## config.mk

```make
export PLATFORM = sky130hd
export DESIGN_NAME = truth_table_sweeper
export DESIGN_NICKNAME = d
export VERILOG_FILES = /design/src/rtl/truth_table_sweeper.sv
export SDC_FILE = /design/constraint.sdc
export NUM_CORES = 1
export LEC_CHECK = 0
export CORE_UTILIZATION = 40
export DETAILED_ROUTE_END_ITERATION = 7
export GPL_TIMING_DRIVEN = 0
export SLEW_MARGIN = 20
export SYNTH_ARGS = -nofsm -noshare
export SYNTH_HDL_FRONTEND = slang
export SYNTH_SLANG_ARGS = --single-unit
```

## constraint.sdc

```tcl
create_clock -name clk -period 2.5 [get_ports clk]
set_input_delay 0.5 -clock clk [delete_from_list [all_inputs] [get_ports clk]]
set_output_delay 0.5 -clock clk [all_outputs]
set_load 0.005 [all_outputs]
```

## src/rtl/truth_table_sweeper.sv

```systemverilog
// truth_table_sweeper
// Walks a 3-input combinational cell through all eight input vectors in
// binary order. Each vector is held for HOLD_CYCLES clocks. The cell's
// response is captured into an 8-bit truth table and compared against
// EXP_TABLE as the sweep runs.
//
// Ports:
//   clk        - system clock, rising edge
//   rst_n      - asynchronous active-low reset
//   start      - request a sweep (only looked at while idle)
//   a, b, c    - cell inputs, {a,b,c} is the current vector index
//   s1         - cell output, combinational response to a, b, c
//   busy       - high while vectors are being driven
//   done       - one-cycle pulse when a sweep completes
//   table_out  - captured s1 values, bit i belongs to vector i
//   err_count  - number of vectors whose s1 differed from EXP_TABLE
//   mismatch   - high when the last completed sweep had any error
module truth_table_sweeper #(
  parameter int          HOLD_CYCLES = 4,
  parameter logic [7:0]  EXP_TABLE   = 8'hEA
) (
  input  logic        clk,
  input  logic        rst_n,
  input  logic        start,
  output logic        a,
  output logic        b,
  output logic        c,
  input  logic        s1,
  output logic        busy,
  output logic        done,
  output logic [7:0]  table_out,
  output logic [3:0]  err_count,
  output logic        mismatch
);

  // Refuse to build with a hold time the 4-bit hold counter cannot cover.
  if (HOLD_CYCLES < 1 || HOLD_CYCLES > 16) begin : g_bad_hold
    $error("truth_table_sweeper: HOLD_CYCLES must be in 1..16");
  end

  typedef enum logic [1:0] {IDLE, DRIVE, DONE} state_t;

  localparam logic [3:0] HOLD_LAST = 4'(HOLD_CYCLES - 1);

  state_t      state;
  logic [2:0]  idx;
  logic [3:0]  hold_cnt;
  logic        vec_last;
  logic        vec_err;
  logic [3:0]  err_next;

  // The last hold cycle of a vector is when s1 is sampled. The error count
  // including the vector being sampled is formed here so the final verdict
  // can be registered on the same edge that enters DONE, making mismatch
  // valid in the DONE cycle itself.
  always_comb begin
    vec_last = (hold_cnt == HOLD_LAST);
    vec_err  = (s1 != EXP_TABLE[idx]);
    err_next = err_count + {3'b000, vec_err};
  end

  // Sweep controller. Every output is a flop; the cell inputs are updated
  // on the same edge that advances idx so {a,b,c} always tracks the vector
  // being held, and drop back to zero when the sweep ends.
  always_ff @(posedge clk or negedge rst_n) begin
    if (!rst_n) begin
      state     <= IDLE;
      idx       <= 3'd0;
      hold_cnt  <= 4'd0;
      a         <= 1'b0;
      b         <= 1'b0;
      c         <= 1'b0;
      busy      <= 1'b0;
      done      <= 1'b0;
      table_out <= 8'h00;
      err_count <= 4'd0;
      mismatch  <= 1'b0;
    end else begin
      case (state)
        IDLE: begin
          if (start) begin
            state     <= DRIVE;
            busy      <= 1'b1;
            idx       <= 3'd0;
            hold_cnt  <= 4'd0;
            {a, b, c} <= 3'b000;
            table_out <= 8'h00;
            err_count <= 4'd0;
            mismatch  <= 1'b0;
          end
        end

        DRIVE: begin
          if (vec_last) begin
            table_out[idx] <= s1;
            err_count      <= err_next;
            hold_cnt       <= 4'd0;
            if (idx == 3'd7) begin
              state     <= DONE;
              busy      <= 1'b0;
              done      <= 1'b1;
              {a, b, c} <= 3'b000;
              mismatch  <= (err_next != 4'd0);
            end else begin
              idx       <= idx + 3'd1;
              {a, b, c} <= idx + 3'd1;
            end
          end else begin
            hold_cnt <= hold_cnt + 4'd1;
          end
        end

        DONE: begin
          done  <= 1'b0;
          state <= IDLE;
        end

        default: begin
          state <= IDLE;
          busy  <= 1'b0;
          done  <= 1'b0;
        end
      endcase
    end
  end

endmodule

```

==> results of run 1 <==
## routing by layer
| metal | part of all wire | global-route usage | vias to the layer above |
|---|---|---|---|
| met5 | 0 | 0 | - |
| met4 | 0.0071 | 0.0682 | 0 |
| met3 | 0.023 | 0.0299 | 2 |
| met2 | 0.44 | 0.265 | 22 |
| met1 | 0.53 | 0.274 | 519 |
| li1 | - | - | 531 |
## sequential cells by signal (all words and copies together) (netlist names)
name and count:
table_out 8, c 1, state 2, mismatch 1, hold_cnt 4, busy 1, idx 3, b 1
done 1, a 1, err_count 4
## cell families after synthesis
group / synth area share
AOI/OAI and AO/OA: 0.234
xor gates and xnor gates: 0.0190
adders and majority gates: 0.0543
buffers and inverters: 0.0480
DFF: 0.489
and+or+nand+nor: 0.156
## metrics by stage
stage / hold WS, ns / util / cells / total power, mW
floorplan: 0.204 / - / 130 / 1.35
global placement: 0.467 / 0.522 / 195 / 1.75
detailed placement: 0.469 / 0.521 / 195 / 1.78
CTS: 0.187 / 0.529 / 199 / 1.96
global route: 0.183 / 0.529 / 199 / 2.13
finish: 0.163 / 0.529 / 199 / 1.95
## cell type report
class                           instances  area (sq um)  share of cell area
Clock buffer                            4          26.3              0.0158
Buffer                                  7          43.8              0.0263
Multi-Input combinational cell         90           639               0.383
Sequential cell                        27           676               0.405
Timing Repair Buffer                   21           205               0.123
Inverter                                6          22.5              0.0135
Tap cell                               44          55.1              0.0330
## power by group through the flow
stage                     Sequential (mW)  Clock, mW  Combinational, mW
final                               0.716      0.186               1.05
after global routing                0.737      0.215               1.17
after global placement              0.717          0               1.04
after CTS                           0.716      0.190               1.06
after detailed placement            0.726          0               1.05
after floorplan                     0.719          0              0.635
## cell usage after synthesis, drive strengths merged (3+ instances only)
cell type / n / area share
buf: 6 / 0.028
o21ai: 12 / 0.052
nor2: 4 / 0.011
o31ai: 3 / 0.016
a31oi: 4 / 0.018
nand2: 12 / 0.033
a22o: 8 / 0.052
ha: 6 / 0.054
nor2b: 3 / 0.014
a21oi: 5 / 0.021
nand3: 7 / 0.034
inv: 6 / 0.016
o41ai: 3 / 0.019
a21o: 4 / 0.023
dfrtp: 27 / 0.49
## worst paths after layout
| kind | from | to |
|---|---|---|
| setup / recovery | idx[0] | mismatch |
| hold / removal | rst_n | busy |
| setup reg to reg | idx[0] | mismatch |
| hold reg to reg | c | c |
| max in group asynchronous | rst_n | idx[0] |
| min in group clk | c | c |
==> key figures, run 1 <==
Status
  – Status: finished clean

STA
  – Worst Skew: 0.00191 ns
  – RSZ-0062 raised after global routing: false
  – PnR worst setup slack: 0.277 ns
  – Fin crit share: 0.889
  – FMAX: about 0.45 GHz
  – Period minus WS final: approximately 2.2 ns
  – Worst-Margin Slew: 0.776 ns
  – Final setup violation count: 0
  – Slew margin rel.: 0.477
  – Fin. Hold Viols: 0
  – Setup TNS: 0 ns
  – Fin. max-slew vios: 0

Yosys
  – Register bit count reported by yosys: 27
  – Average cell area after synthesis: ~11 sq um
  – Ys async rst share: 1.00
  – Ys flop type: dfrtp_1
  – Sequential share of the synthesized area: 0.489
  – Ys Warns: 0
  – Synth Cell Area: 1380 sq um
  – Cells after synthesis: 130
  – Synthesized Nets: 140
  – Post-synth EDFFs: 0
  – Library cells used by synthesis: 40

Global route
  – First-pass GRT wire length: 4960 um
  – GR Overflow Total: 0
  – Number of global-route vias before repair: 1,061
  – Largest net degree at the start of global routing: 28
  – Initial antenna violation count: 0
  – Gr usage total: 0.183

Critical path
  – Critical path depth: 9
  – WP data required: 2.71 ns
  – Worst Setup Start Kind: flop
  – Crit-path max FO: 10
  – Crit end category: flop
  – CP peak stage delay: between 0.3 and 0.4 ns
  – Slowest cell on crit path: dfrtp_1
  – R2R Setup Slk: around 0.28 ns
  – Worst Reg-to-Reg Cells: 9
  – WP buf/inv: 2
  – WS Path Type: flop to flop
  – Crit-path cells: buf_2, inv_1, ha_1, a21oi_1, xor2_1, ha_1, ha_1, nor4_1, o21ai_1
  – Arrival time worst endpoint: 2.44 ns
  – Crit path top cell by count: ha_1
  – CP top delay family: adder cells

CTS
  – Clk pin slew, worst setup/hold paths: between 0.1 and 0.15 ns
  – Num CTS Buffers: 3
  – Post-CTS setup buffers: 0
  – Post_cts resized: 0
  – # hold bufs at CTS: 0
  – Root buf cell: clkbuf_4
  – Max H-tree Level: 1
  – CTS tree: built
  – CTS sink cnt: 27
  – Clock Latency Late Sink: between 0.3 and 0.4 ns
  – Largest buffer count on any clock path: 2

Die
  – Core Rows: 20
  – Core area: ~3200 sq um
  – Chip height: between 60 and 70 um
  – Number of I/O pins: 22
  – Die ar.: between 3000 and 4000 sq um
  – DIE WIDTH: 60.8 um
  – Initial Util: 0.438

Power
  – Power density cells: roughly 1200 nW/um^2
  – Net Sw Power: 745 uW
  – Flop pwr share: 0.367
  – Clock power frac: 0.095
  – Power share of the combinational group: 0.538
  – Worst ir drop on vdd: 506 uV
  – Power Internal: about 1.2 mW
  – Leakage Power: about 0.74 nW
  – Net Sw Frac: 0.382

Placement
  – Hpwl dp: about 2100 um
  – Port Buffers: 21
  – Dpl cell area: around 1600 sq um
  – DP Worst Slack: between 0.2 and 0.3 ns
  – Placer Congestion: 0.807

Detailed routing
  – Post-DRT Antenna Nets: 0
  – First DRT Iteration DRCs: 22
  – Routed WL: 2960 um
  – Post-DR wirelength/cell: between 10 and 15 um
  – Drt first pass iters: 4
  – DR vias: between 1,000 and 1,500
  – DRC Markers: 0
  – Vias per cell: between 5 and 6

Layout
  – Most common cell after layout, fill and taps aside: dfrtp_1
  – Final Instance Area: around 1700 sq um
  – Share of cells above drive strength 1: 0.123
  – Final Net Count: 166
  – Area growth syn-to-layout: 20.7%
  – Layout filler cell count: 293
  – Antenna cells: 0
  – Most frequent cells in the layout: dfrtp_1 (27), clkdlybuf4s50_1 (20), nand2_1 (12)

Hold path
  – Worst Hold Class: input pin to asynchronous set/reset pin

Job
  – Maxcap violations: 0
Power figures use the tool's default switching activity.
==> run 2: changes to the inputs <==
--- a/config.mk
+++ b/config.mk
@@ -5,7 +5,7 @@
 export SDC_FILE = /design/constraint.sdc
 export NUM_CORES = 1
 export LEC_CHECK = 0
-export CORE_UTILIZATION = 40
+export CORE_UTILIZATION = 39
 export DETAILED_ROUTE_END_ITERATION = 7
 export GPL_TIMING_DRIVEN = 0
 export SLEW_MARGIN = 20
==> key figures, run 2 (synthesized netlist as in run 1, its figures left out) <==
Die
  – Core Rows: 21 (+5.0%)
  – Initial Util: 0.411 (-0.0274)
  – Die ar.: 3780 sq um (+2.5%)
  – DIE WIDTH: 61.5 um (+1.2%)
  – Number of I/O pins: 22 (unchanged)
  – Core area: 3360 sq um (+6.7%)
  – Chip height: 61.5 um (+1.2%)

Detailed routing
  – DR vias: 1,071 (-0.28%)
  – First DRT Iteration DRCs: 40 (+82%)
  – Drt first pass iters: 4 (unchanged)
  – Post-DRT Antenna Nets: 0 (unchanged)
  – Routed WL: 3050 um (+2.9%)
  – Routed met1 length: 1540 um (-1.9%)
  – Met3 wire len: 92 um (+37%)
  – WL met2: 1380 um (+5.8%)
  – Vias per cell: 5.33 (-1.3%)
  – DRC Markers: 0 (unchanged)
  – Top Metal Used: met4
  – Post-DR wirelength/cell: 15.2 um (+1.8%)

Layout
  – Reg area: 676 sq um (unchanged)
  – Area growth syn-to-layout: 20.9%
  – Multi-input logic area: 639 sq um (unchanged)
  – Most common cell after layout, fill and taps aside: dfrtp_1
  – Most frequent cells in the layout: dfrtp_1 (27), clkdlybuf4s50_1 (20), nand2_1 (12)
  – Share of cells above drive strength 1: 0.123 (unchanged)
  – Antenna cells: 0 (unchanged)
  – Largest registers: table_out x8, err_count x4, hold_cnt x4
  – Largest register FFs: 8 (unchanged)
  – Top reg by flops: table_out
  – Final Net Count: 166 (unchanged)
  – Final core occ: 0.497 (-0.0323)
  – Non-Filler Instances: 201 (+1.0%)
  – Layout filler cell count: 341 (+16%)

Critical path
  – Critical R2R Capture: mismatch
  – Worst Setup Start Kind: flop
  – WS Path Type: flop to flop
  – Arrival time worst endpoint: 2.51 ns (+0.07 ns)
  – CP peak stage delay: 0.37 ns (about the same)
  – Worst Reg-to-Reg Cells: 9 (unchanged)
  – Crit path top cell by count: ha_1
  – Crit-path max FO: 10 (unchanged)
  – Slowest cell on crit path: dfrtp_1
  – Crit end category: flop
  – Worst r2r src: idx[0]
  – R2R Setup Slk: 0.21 ns (-0.06 ns)
  – Crit path from: idx[0]
  – WP data required: 2.73 ns (+0.02 ns)
  – Crit-path cells: buf_2, inv_1, ha_1, a21oi_1, xor2_1, ha_1, ha_1, nor4_1, o21ai_1

CTS
  – Largest buffer count on any clock path: 2 (unchanged)
  – CTS tree: built
  – # hold bufs at CTS: 0 (unchanged)
  – Root buf cell: clkbuf_4
  – Clock Latency Late Sink: 0.33 ns (+0.02 ns)
  – Num CTS Buffers: 3 (unchanged)
  – Clk pin slew, worst setup/hold paths: 0.15 ns (about the same)
  – Max H-tree Level: 1 (unchanged)
  – Post-CTS setup buffers: 0 (unchanged)
  – CTS sink cnt: 27 (unchanged)
  – Post_cts resized: 0 (unchanged)

STA
  – Fin. max-slew vios: 0 (unchanged)
  – Setup TNS: 0 ns (unchanged)
  – FMAX: 0.437 GHz (-2.8%)
  – Worst Skew: 0.00682 ns (+0.00491 ns)
  – Fin. Hold Viols: 0 (unchanged)
  – Worst-Margin Slew: 0.765 ns (-0.0117 ns)
  – Slew margin rel.: 0.485 (+0.00791)
  – Final setup violation count: 0 (unchanged)
  – Period minus WS final: 2.29 ns (+0.0632 ns)
  – Fin crit share: 0.915 (+0.0253)
  – Hold slack: 0.150 ns (-0.0129 ns)
  – RSZ-0062 raised after global routing: false

Placement
  – Hpwl dp: 2140 um (+2.7%)
  – Placer Congestion: 0.806 (-0.12%)
  – Port Buffers: 21 (unchanged)
  – Placed cells: 197 (+1.0%)

Job
  – Maxcap violations: 0 (unchanged)

Global route
  – Initial antenna violation count: 0 (unchanged)
  – Largest net degree at the start of global routing: 28 (unchanged)
  – GR Overflow Total: 0 (unchanged)
  – Gr usage total: 0.176 (-0.00667)
  – Number of global-route vias before repair: 969 (-8.7%)
  – First-pass GRT wire length: 4840 um (-2.4%)

Power
  – Power density cells: 1180 nW/um^2 (+0.71%)
  – Leakage Power: 0.743 nW (unchanged)
  – Power Total: 1.97 mW (+0.86%)
  – Worst ir drop on vdd: 471 uV (-6.9%)

Status
  – Status: finished clean

Hold path
  – Worst Hold Class: input pin to asynchronous set/reset pin
## run 2: worst max path at each step
stage / to / slack [ns] / cells past startpoint
2_1_floorplan: mismatch / 0.55 / 9
3_3_place_gp: mismatch / 0.24 / 6
3_5_place_dp: mismatch / 0.20 / 6
4_1_cts: mismatch / 0.21 / 9
5_1_grt: mismatch / 0.03 / 10
6_report: mismatch / 0.21 / 9
## run 2: area by class of cell
class / instances / share of cell area
sequential: 27 / 0.404
multi-input combinational: 90 / 0.383
buffer: 7 / 0.0262
timing repair buffer: 21 / 0.123
clock buffer: 4 / 0.0157
tap: 46 / 0.0345
inverter: 6 / 0.0135
## run 2: stage by stage
step | worst slack (ns) | instance area, sq um
2_1_floorplan | 0.549 | 1380
3_3_place_gp | 0.241 | 1650
3_5_place_dp | 0.197 | 1640
4_1_cts | 0.207 | 1670
5_1_grt | 0.0336 | 1670
6_report | 0.213 | 1670
## run 2: critical path, delay by kind of cell (launching register included)
| family | cells | cell delay, ns |
|---|---|---|
| fa+ha+maj | 3 | 0.67 |
| flops | 1 | 0.37 |
| simple gates | 1 | 0.34 |
| buf+inv | 2 | 0.34 |
| compound gates | 2 | 0.26 |
| xor+xnor | 1 | 0.19 |
## run 2: power by group
part           switching [mW]  total [mW]  internal (mW)
sequential              0.111       0.714          0.603
clock                   0.133       0.196         0.0627
combinational           0.516        1.06          0.541
## run 2: metal layers
layer / track usage / up-vias
li1: - / 531
met1: 0.259 / 519
met2: 0.266 / 17
met3: 0.0210 / 4
met4: 0.0667 / 0
met5: 0 / -
==> run 3: changes to the inputs <==
--- a/config.mk
+++ b/config.mk
@@ -5,6 +5,7 @@
 export SDC_FILE = /design/constraint.sdc
 export NUM_CORES = 1
 export LEC_CHECK = 0
+export CAP_MARGIN = 20
 export CORE_UTILIZATION = 39
 export DETAILED_ROUTE_END_ITERATION = 7
 export GPL_TIMING_DRIVEN = 0
==> results of run 3 <==
No change in the layout: final DEF, timing and power equal those of run 2.
